**src/rtl/param_collector_pkg.sv**
```systemverilog
// Shared types and channel indices for the parameter collector.
// Channel order matches the stale bit order {phase,thd,duty,amp,freq}.
package param_collector_pkg;

   typedef enum logic [1:0] {
      IDLE    = 2'd0,
      COLLECT = 2'd1,
      PUBLISH = 2'd2
   } state_t;

   localparam int NUM_CH   = 5;
   localparam int CH_FREQ  = 0;
   localparam int CH_AMP   = 1;
   localparam int CH_DUTY  = 2;
   localparam int CH_THD   = 3;
   localparam int CH_PHASE = 4;

endpackage

```
**src/rtl/param_avg4.sv**
```systemverilog
// Four-deep moving average with a running sum; only built when
// PARAM_COLLECTOR_AVG_EN is defined.
`ifdef PARAM_COLLECTOR_AVG_EN
module param_avg4 #(
   parameter int W = 16
) (
   input  logic         clk,
   input  logic         rst,
   input  logic         push_i,
   input  logic         preload_i,
   input  logic [W-1:0] din_i,
   output logic [W-1:0] avg_o
);

   logic [3:0][W-1:0] hist_q;
   logic [W+1:0]      sum_q;

   // Preload fills every slot so the first published average equals the sample.
   always_ff @(posedge clk or posedge rst) begin
      if (rst) begin
         hist_q <= '0;
         sum_q  <= '0;
      end else if (push_i) begin
         if (preload_i) begin
            hist_q <= {4{din_i}};
            sum_q  <= {din_i, 2'b00};
         end else begin
            hist_q <= {hist_q[2:0], din_i};
            sum_q  <= sum_q - {2'b00, hist_q[3]} + {2'b00, din_i};
         end
      end
   end

   assign avg_o = sum_q[W+1:2];

endmodule
`endif

```
**src/rtl/param_collector.sv**
```systemverilog
// Collects five measurement channels into a window and publishes a snapshot.
// Optional freq/amplitude averaging is enabled by defining PARAM_COLLECTOR_AVG_EN.
module param_collector
   import param_collector_pkg::*;
#(
   parameter int TIMEOUT_CYCLES = 10_000_000,
   parameter int W              = 16
) (
   input  logic         clk,
   input  logic         rst,
   input  logic         enable,
   input  logic [W-1:0] freq_in,
   input  logic [W-1:0] amp_in,
   input  logic [W-1:0] duty_in,
   input  logic [W-1:0] thd_in,
   input  logic [W-1:0] phase_in,
   input  logic         freq_vld,
   input  logic         amp_vld,
   input  logic         duty_vld,
   input  logic         thd_vld,
   input  logic         phase_vld,
   output logic [W-1:0] freq,
   output logic [W-1:0] amplitude,
   output logic [W-1:0] duty,
   output logic [W-1:0] thd,
   output logic [W-1:0] phase_diff,
   output logic         param_valid,
   output logic [4:0]   stale,
   output logic         timeout_flag
);

   localparam int CW = (TIMEOUT_CYCLES > 1) ? $clog2(TIMEOUT_CYCLES) : 1;
   localparam logic [CW-1:0]     LAST_CNT = CW'(TIMEOUT_CYCLES - 1);
   localparam logic [NUM_CH-1:0] ALL_GOT  = '1;

   state_t                       state_q;
   logic [NUM_CH-1:0]            gotMask_q, gotMask_d, vldBus;
   logic [CW-1:0]                winCnt_q;
   logic [NUM_CH-1:0][W-1:0]     inBus, shadow_q, shadow_d, pubData_q, pubData_d;
   logic [NUM_CH-1:0]            stale_q;
   logic                         timeout_q, paramValid_q, publishNow;

   assign vldBus = {phase_vld, thd_vld, duty_vld, amp_vld, freq_vld};
   assign inBus  = {phase_in, thd_in, duty_in, amp_in, freq_in};

   // Same-cycle strobes count toward completion and feed the published values.
   always_comb begin
      shadow_d  = shadow_q;
      pubData_d = pubData_q;
      gotMask_d = gotMask_q | vldBus;
      for (int c = 0; c < NUM_CH; c++) begin
         if (vldBus[c]) shadow_d[c] = inBus[c];
      end
      for (int c = 0; c < NUM_CH; c++) begin
         if (gotMask_d[c]) pubData_d[c] = shadow_d[c];
      end
      publishNow = (state_q == COLLECT) && enable &&
                   ((gotMask_d == ALL_GOT) || (winCnt_q == LAST_CNT));
   end

   always_ff @(posedge clk or posedge rst) begin
      if (rst) begin
         state_q      <= IDLE;
         gotMask_q    <= '0;
         winCnt_q     <= '0;
         shadow_q     <= '0;
         pubData_q    <= '0;
         stale_q      <= '1;
         timeout_q    <= 1'b0;
         paramValid_q <= 1'b0;
      end else begin
         paramValid_q <= 1'b0;
         case (state_q)
            IDLE: begin
               gotMask_q <= '0;
               winCnt_q  <= '0;
               if (enable) state_q <= COLLECT;
            end
            COLLECT: begin
               if (!enable) begin
                  state_q   <= IDLE;
                  gotMask_q <= '0;
                  winCnt_q  <= '0;
               end else begin
                  shadow_q <= shadow_d;
                  if (publishNow) begin
                     state_q      <= PUBLISH;
                     paramValid_q <= 1'b1;
                     pubData_q    <= pubData_d;
                     stale_q      <= ~gotMask_d;
                     timeout_q    <= (gotMask_d != ALL_GOT);
                     gotMask_q    <= '0;
                     winCnt_q     <= '0;
                  end else begin
                     gotMask_q <= gotMask_d;
                     winCnt_q  <= winCnt_q + 1'b1;
                  end
               end
            end
            PUBLISH: begin
               // Strobes arriving here already belong to the next window.
               shadow_q  <= shadow_d;
               winCnt_q  <= '0;
               gotMask_q <= enable ? vldBus : '0;
               state_q   <= enable ? COLLECT : IDLE;
            end
            default: state_q <= IDLE;
         endcase
      end
   end

   assign duty         = pubData_q[CH_DUTY];
   assign thd          = pubData_q[CH_THD];
   assign phase_diff   = pubData_q[CH_PHASE];
   assign param_valid  = paramValid_q;
   assign stale        = stale_q;
   assign timeout_flag = timeout_q;

`ifdef PARAM_COLLECTOR_AVG_EN
   logic firstPub_q;

   // History is reseeded by the first publish after leaving IDLE or reset.
   always_ff @(posedge clk or posedge rst) begin
      if (rst) begin
         firstPub_q <= 1'b1;
      end else if (state_q == IDLE) begin
         firstPub_q <= 1'b1;
      end else if (publishNow) begin
         firstPub_q <= 1'b0;
      end
   end

   param_avg4 #(.W(W)) u_avgFreq (
      .clk       (clk),
      .rst       (rst),
      .push_i    (publishNow),
      .preload_i (firstPub_q),
      .din_i     (pubData_d[CH_FREQ]),
      .avg_o     (freq)
   );

   param_avg4 #(.W(W)) u_avgAmp (
      .clk       (clk),
      .rst       (rst),
      .push_i    (publishNow),
      .preload_i (firstPub_q),
      .din_i     (pubData_d[CH_AMP]),
      .avg_o     (amplitude)
   );
`else
   assign freq      = pubData_q[CH_FREQ];
   assign amplitude = pubData_q[CH_AMP];
`endif

endmodule

```
**config.mk**
```make
export PLATFORM = sky130hd
export DESIGN_NAME = param_collector
export DESIGN_NICKNAME = d
export VERILOG_FILES = /design/src/rtl/param_collector_pkg.sv /design/src/rtl/param_avg4.sv /design/src/rtl/param_collector.sv
export SDC_FILE = /design/constraint.sdc
export NUM_CORES = 1
export LEC_CHECK = 0
export ABC_CLOCK_PERIOD_IN_PS = 17500
export BUFFER_PORTS_ARGS = -buffer_cell sky130_fd_sc_hd__buf_2
export CAP_MARGIN = 20
export CORE_UTILIZATION = 60
export DETAILED_ROUTE_END_ITERATION = 8
export PLACE_DENSITY = 0.85
export SLEW_MARGIN = 20
export SYNTH_ARGS = -nofsm -noshare
export SYNTH_HDL_FRONTEND = slang
export SYNTH_SLANG_ARGS = --single-unit
```
**constraint.sdc**
```tcl
create_clock -name clk -period 17.5 [get_ports clk]
set_clock_uncertainty 0.05 [all_clocks]
set_input_delay 0.875 -clock clk [delete_from_list [all_inputs] [get_ports clk]]
set_output_delay 0.875 -clock clk [all_outputs]
set_load 0.005 [all_outputs]
```
==> reports/results.ini, run 1 <==
[critical_path]
path_cells = ha_1 -> nand2_1 -> nor4_4 -> nand4_2 -> a21oi_2 -> mux2_2
required_ns = 17.77
startpoint_type = register
reg2reg_depth = 6
cp_top_family = simple AND/OR/NAND/NOR gates
reg2reg_slack_ns = 13.79
cp.arrival_ns = 3.98
timing.rr.start = winCnt_q[0]$_DFFE_PP0P_
slowest_stage = a21oi_2
path_class = reg2reg
critPathMaxFanout = 30
crit_path_end_kind = register
crit_buf_inv = 0
r2r_end = phase_diff[1]$_DFFE_PP0P_
crit_path_max_incr_delay_ns = 1.10

[detailed_routing]
ant_nets = 0
via_per_inst = 5.98
wire_per_inst_um = 19.6
drc = 0
dr_total_vias = 6136
wl_mm = 20.1
dr.first_iter.drc_count = 423
drtPass1Iterations = 5

[final_layout]
layout_common_cells = mux2_2, dfrtp_1, buf_2
nNetsFinal = 918
fillerInstances = 963
final_layout_size_suffix_gt1_frac = 0.554
final_common_cell = mux2_2
area_delta_synth_final_pct = 16.0

[grt]
grt_util_met3 = 0.0666
antenna_found_initial = 0
grt_pass1_vias = 6588
grt_usage = 0.265
met1_usage = 0.321
globalRouteMet2Util = 0.441
top_usage_layer = met2
grt.overflow.total = 0
grt_max_degree = 125
grt_pass1_wl_mm = 32.8

[synth]
ys_seq_area_frac = 0.534
ys_warn_count = 0
synth_nets = 758
synth.distinct_cells = 48
syn_avg_cell_area_um2 = 14.0
synth_seq_cells = 198
synthCells = 664
netlist_area_um2 = 9290

[clock_tree]
post_cts_buffers = 0
clk_latency_ns = 0.44
htreeDepth = 4
cts_buffers = 17
cts.path.max_buffers = 2
cts_root_buf = clkbuf_16
cts-resized-gates = 0
cts_num_sinks = 198
clk_pin_slew_ns = 0.07
cts_tree = yes
cts_hold_buf = 0

[sta]
tightest_slew_ns = 1.02
fin_ws_ns = 13.79
min_period_over_period = 0.212
rsz0062_at_grt = no
timing.hold.ws_ns = 0.415
slew_headroom = 0.319
drv_slew = 0
fmax_ghz = 0.270
setup_viol = 0
totalNegativeSetupSlack_ns = 0
hold_violations = 0
fin_crit_ns = 3.71

[die]
die_h_um = 126
die_x_um = 126
dieArea_um2 = 16000
start_util = 0.613
core-area_um2 = 15100
boundaryPins = 175
rows = 45

[power]
power.total_mw = 1.50
irDropWorstVdd_mv = 0.0883
p_leak_nw = 5.27
p_per_area_nw_per_um2 = 139

[worst_hold_path]
hold_path_class = reg2reg
hp-start = stale[3]$_DFFE_PP1P_
hold_depth = 2
hold_end = stale[3]$_DFFE_PP1P_

[place]
gp_congestion = 0.832
io_buffers = 174
pre_cts_ws_ns = 13.80
detailed_place_hpwl_mm = 13.7

[status]
status = finished, final reports clean

[run]
drv_cap = 0

[state kept, by name, indices dropped and copies added, names as in the netlist, 5 cells and up]
name and count:
shadow_q 80, winCnt_q 24, amplitude 16, duty 16
freq 16, phase_diff 16, thd 16, gotMask_q 5
stale 5
[power breakdown]
part / leakage [nW] / switching (mW) / total [mW] / internal, mW
Clock: 0.279 / 0.164 / 0.374 / 0.210
Combinational: 2.44 / 0.177 / 0.429 / 0.252
Sequential: 2.55 / 0.0846 / 0.698 / 0.614
[synthesized netlist by cell type, drive strengths merged]
cell type	n	area share
and4b	1	0.0011
and3	7	0.0047
ha	6	0.0081
and2	2	0.0013
nor4b	3	0.0028
clkbuf	22	0.0089
buf	14	0.015
nand4	10	0.0090
a32oi	1	0.00094
a211o	1	0.00094
nand2	35	0.014
nor3b	1	0.00081
nor2	15	0.0061
o21ai	7	0.0038
a41o	6	0.0065
dfrtp	193	0.52
a21oi	10	0.011
mux2i	2	0.0022
mux2	241	0.31
or4	1	0.00081
xor2	3	0.0028
o22ai	2	0.0013
nor3	2	0.0011
a211oi	1	0.00081
o311ai	9	0.0085
dfstp	5	0.014
a22o	13	0.012
o21bai	1	0.00081
nor4	4	0.0050
nand4b	6	0.0057
inv	16	0.0065
a21boi	1	0.00081
and4	4	0.0038
a41oi	3	0.0028
nand3	16	0.0086
[routing by layer]
metal | vias to the layer above | share of wire
met5 | - | 0
met4 | 0 | 0.033
met3 | 57 | 0.060
met2 | 204 | 0.50
met1 | 3129 | 0.40
li1 | 2746 | -
[cells by family after synthesis]
kind of cell,Yosys count,synth area share
DFF,198,0.534
adders and majority gates,6,0.00808
AOI/OAI and AO/OA,55,0.0501
and+or+nand+nor,107,0.0649
muxes,243,0.309
xor gates and xnor gates,3,0.00283
buffers and inverters,52,0.0309
[worst reg2reg max path: stages (launching register included)]
cell and delay (ns):
dfrtp_1 0.41, ha_1 0.25, nand2_1 0.16, nor4_4 0.37, nand4_2 0.82, a21oi_2 1.10, mux2_2 0.44
[worst max path at each step]
stage | from | endpoint | depth (start not counted)
2_1_floorplan | rst | amplitude[0]$_DFFE_PP0P_ | 1
3_3_place_gp | thd_vld | duty[15]$_DFFE_PP0P_ | 7
3_5_place_dp | thd_vld | duty[11]$_DFFE_PP0P_ | 7
4_1_cts | winCnt_q[0]$_DFFE_PP0P_ | phase_diff[1]$_DFFE_PP0P_ | 6
5_1_grt | winCnt_q[0]$_DFFE_PP0P_ | phase_diff[0]$_DFFE_PP0P_ | 6
6_report | winCnt_q[0]$_DFFE_PP0P_ | phase_diff[1]$_DFFE_PP0P_ | 6
[cell type report]
cell class                      count  area (µm²)  share of cell area
Tap cell                          188         235              0.0218
Clock buffer                       23         488              0.0453
Antenna cell                        1        2.50            0.000232
Clock inverter                      9        75.1             0.00697
Timing Repair Buffer              177         893              0.0830
Inverter                           16        67.6             0.00627
Multi-Input combinational cell    414        4050               0.376
Sequential cell                   198        4960               0.461
[metrics by stage]
step	utilization	instance area [µm²]	cells
floorplan	-	9290	664
global placement	0.674	10200	993
detailed placement	0.674	10200	993
CTS	0.711	10800	1025
global route	0.711	10800	1025
finish	0.711	10800	1026
(Power assumes the default switching activity.)
==> run 2: changes to the inputs <==
- ABC_AREA: unset -> 1
- ABC_CLOCK_PERIOD_IN_PS: 17500 -> 3080
- CORE_UTILIZATION: 60 -> 50
- PLACE_DENSITY: 0.85 -> 0.76
- clock period: 17.5 -> 3.08 ns (I/O delays scaled with it)
==> run 2 against run 1 <==
Compared with the run above:
- the flow now finishes with violations (DRC)
- worst hold slack worse by 0.40 ns
- clock-buffer cell count fell by 4
- routed wire length is 3.5% higher
- non-clock buffer count up 13
- clock power rose to 5.7 times the previous value
- critical path depth grew 3
- largest cell class unchanged
- largest power group unchanged
==> reports/results.ini, run 2 <==
[status]
status = finished, violations left
violations = DRC

[place]
gp_congestion = 0.875  ; +5.2%
detailed_place_hpwl_mm = 14.1  ; +3.2%
io_buffers = 174  ; unchanged
pre_cts_ws_ns = 0.931  ; -12.87 ns

[power]
seq_power_share = 0.458  ; -0.007
combPwrFrac = 0.276  ; -0.010
p_switching_mw = 2.78  ; +550%
p_int_mw = 5.23  ; +390%
irDropWorstVdd_mv = 0.410  ; +360%
p_per_area_nw_per_um2 = 733  ; +430%
swShare = 0.347  ; +0.0634
clkPwrFrac = 0.265  ; +0.016
p_leak_nw = 5.75  ; +9.0%

[detailed_routing]
wl_mm = 20.8  ; +3.5%
drc = 16  ; +16
wire_per_inst_um = 13.1  ; -33%
via_per_inst = 4.91  ; -18%
drtPass1Iterations = 8  ; +3
dr_total_vias = 7779  ; +27%
ant_nets = 0  ; unchanged
dr.first_iter.drc_count = 483  ; +14%

[critical_path]
path_class = reg2reg
slowest_stage = dfrtp_1
crit_path_end_kind = register
path_cells = ha_1 -> nand3_2 -> nor2_1 -> nand3_2 -> nand2_8 -> nand3_4 -> clkinv_2 -> nand2_1 -> nand2_1
startpoint_type = register
timing.rr.start = winCnt_q[0]$_DFFE_PP0P_
cp-startpoint = winCnt_q[0]$_DFFE_PP0P_
critPathMaxFanout = 17  ; -43%
worst-path-stages = 9  ; +3
required_ns = 3.41  ; -14.36 ns
endpoint = duty[3]$_DFFE_PP0P_
r2r_end = duty[3]$_DFFE_PP0P_
crit_buf_inv = 1  ; +1
cp_top_family = simple AND/OR/NAND/NOR gates
crit_path_max_incr_delay_ns = 0.42  ; -0.68 ns
reg2reg_slack_ns = 0.93  ; -12.86 ns
cp.arrival_ns = 2.47  ; -1.51 ns
reg2reg_depth = 9  ; +3

[sta]
rsz0062_at_grt = no
fmax_ghz = 0.466  ; +73%
fin_crit_ns = 2.15  ; -1.56 ns
tightest_slew_ns = 0.631  ; -0.390 ns
fin_ws_ns = 0.933  ; -12.86 ns
min_period_over_period = 0.697  ; +0.485
timing.hold.ws_ns = 0.0181  ; -0.397 ns
setup_viol = 0  ; unchanged
hold_violations = 0  ; unchanged
totalNegativeSetupSlack_ns = 0  ; unchanged
drv_slew = 0  ; unchanged
slew_headroom = 0.575  ; +0.256

[synth]
yosys-top-cells-area = dfrtp_1, nand2_1, o21ai_0
synth_compound_area_frac = 0.111  ; +0.0609
synth_adder_area_share = 0.00810  ; +0.0000164
synth_edf_count = 0  ; unchanged
synth_top_family_by_area = simple AND/OR/NAND/NOR gates
yosysMostFrequentCell = nand2_1
synth_nets = 1275  ; +68%
netlist_area_um2 = 9270  ; -0.20%
ys.flop_type = dfrtp_1
ys_seq_area_frac = 0.535  ; +0.00108
yosysTopAreaCellShare = 0.521  ; +0.00105
synth.distinct_cells = 32  ; -33%
ys_warn_count = 0  ; unchanged
syn_avg_cell_area_um2 = 7.85  ; -44%
synth_seq_cells = 198  ; unchanged
yosysTopAreaCell = dfrtp_1
synth.area.mux_share = 0  ; -0.309
synthCells = 1181  ; +78%
yosys.area_share.simple = 0.255  ; +0.190
synth_top_cells_by_count = nand2_1, dfrtp_1, o21ai_0, inv_1, nor2_1
yosys.area_share.xor_xnor = 0.0113  ; +0.00851
async_reset_ff_frac = 1.00  ; unchanged

[final_layout]
antenna_cells = 0  ; -1
layout_common_cells = nand2_1, dfrtp_1, o21ai_0
reg_top3 = shadow_q (80), winCnt_q (24)
largest_reg_flops = 80  ; unchanged
area_delta_synth_final_pct = 18.0
nNetsFinal = 1435  ; +56%
final_common_cell = nand2_1
final_layout_size_suffix_gt1_frac = 0.179  ; -0.376
top_register = shadow_q

[clock_tree]
clk_latency_ns = 0.43  ; about the same
htreeDepth = 4  ; unchanged
cts_num_sinks = 198  ; unchanged
cts.path.max_buffers = 2  ; unchanged
clk_pin_slew_ns = 0.08  ; about the same
post_cts_buffers = 0  ; unchanged
cts_buffers = 17  ; unchanged
cts_root_buf = clkbuf_16
cts-resized-gates = 0  ; unchanged
cts_tree = yes

[grt]
grt_max_degree = 98  ; -22%
top_usage_layer = met2
met1_usage = 0.316  ; -0.00532
antenna_found_initial = 0  ; unchanged
grt_usage = 0.231  ; -0.0343
grt_util_met3 = 0.0454  ; -0.0213
globalRouteMet2Util = 0.372  ; -0.0682
grt.overflow.total = 0  ; unchanged
grt_pass1_vias = 7413  ; +13%
grt_pass1_wl_mm = 35.5  ; +8.0%

[die]
rows = 49  ; +8.9%
start_util = 0.512  ; -0.101
die_h_um = 138  ; +9.3%
core-area_um2 = 18100  ; +19%
die_x_um = 138  ; +9.3%
dieArea_um2 = 19100  ; +19%
boundaryPins = 175  ; unchanged

[worst_hold_path]
hold_path_class = in2reg

[run]
drv_cap = 0  ; unchanged

-- run 2: cell types whose count changed after synthesis, sizes merged, moves of 13 or more --
cell / delta
mux2: -241
nand2: +459
nor2: +40
a22o: -13
o21ai: +196
inv: +112
-- run 2: routing by layer --
layer | part of all wire | vias up
met1 | 0.47 | 3607
li1 | - | 3977
met4 | 0.015 | 0
met3 | 0.043 | 26
met5 | 0 | -
met2 | 0.48 | 169
-- run 2: final cells by class --
cell class / instances / area (µm²)
Fill cell: 1645 / 7150
Timing Repair Buffer: 190 / 1040
Clock buffer: 19 / 443
Sequential cell: 198 / 4960
Inverter: 131 / 499
Tap cell: 229 / 287
Clock inverter: 13 / 115
Multi-Input combinational cell: 803 / 3580
-- run 2: cells by family after synthesis --
family	after synthesis
AND/OR/NAND/NOR	580
AO/OA/AOI/OAI	205
flip-flops	198
buffers and inverters	180
XOR/XNOR	12
adder cells (fa/ha/maj)	6
-- run 2: worst min-delay path by stage --
stage | from | end | slack (ns) | cells after the start
2_1_floorplan | thd_vld | thd[10]$_DFFE_PP0P_ | 0.33 | 3
3_3_place_gp | rst | freq[1]$_DFFE_PP0P_ | 0.26 | 3
3_5_place_dp | rst | freq[9]$_DFFE_PP0P_ | 0.26 | 3
4_1_cts | duty_in[15] | duty[15]$_DFFE_PP0P_ | 0.003 | 5
5_1_grt | duty_in[6] | duty[6]$_DFFE_PP0P_ | 0.03 | 5
6_report | duty_in[6] | duty[6]$_DFFE_PP0P_ | 0.02 | 5
-- run 2: power by group through the flow --
stage               clock network [mW]  logic, mW  registers (mW)
finish                            2.13       2.21            3.67
global route                      2.28       2.60            3.76
CTS                               2.18       2.25            3.68
detailed placement                   0       2.23            3.72
global placement                     0       2.14            3.70
floorplan                            0       1.51            3.68
-- run 2: timing repair --
action	in CTS	in global routing
hold buffers	6	0
hold endpoints to repair	198	0
endpoints found under the setup margin	0	0
-- run 2: worst min-delay path, stage by stage --
cell	delay (ns)
buf_2	0.08
nand2_1	0.04
o21ai_0	0.09
nand2_1	0.06
nand2_1	0.05
-- run 2: through the flow --
step	area (µm²)	power, mW	utilization	cells
2_1_floorplan	9270	5.19	-	1181
3_3_place_gp	10300	5.84	0.570	1545
3_5_place_dp	10300	5.95	0.570	1545
4_1_cts	10900	8.10	0.604	1583
5_1_grt	10900	8.63	0.604	1583
6_report	10900	8.02	0.604	1583
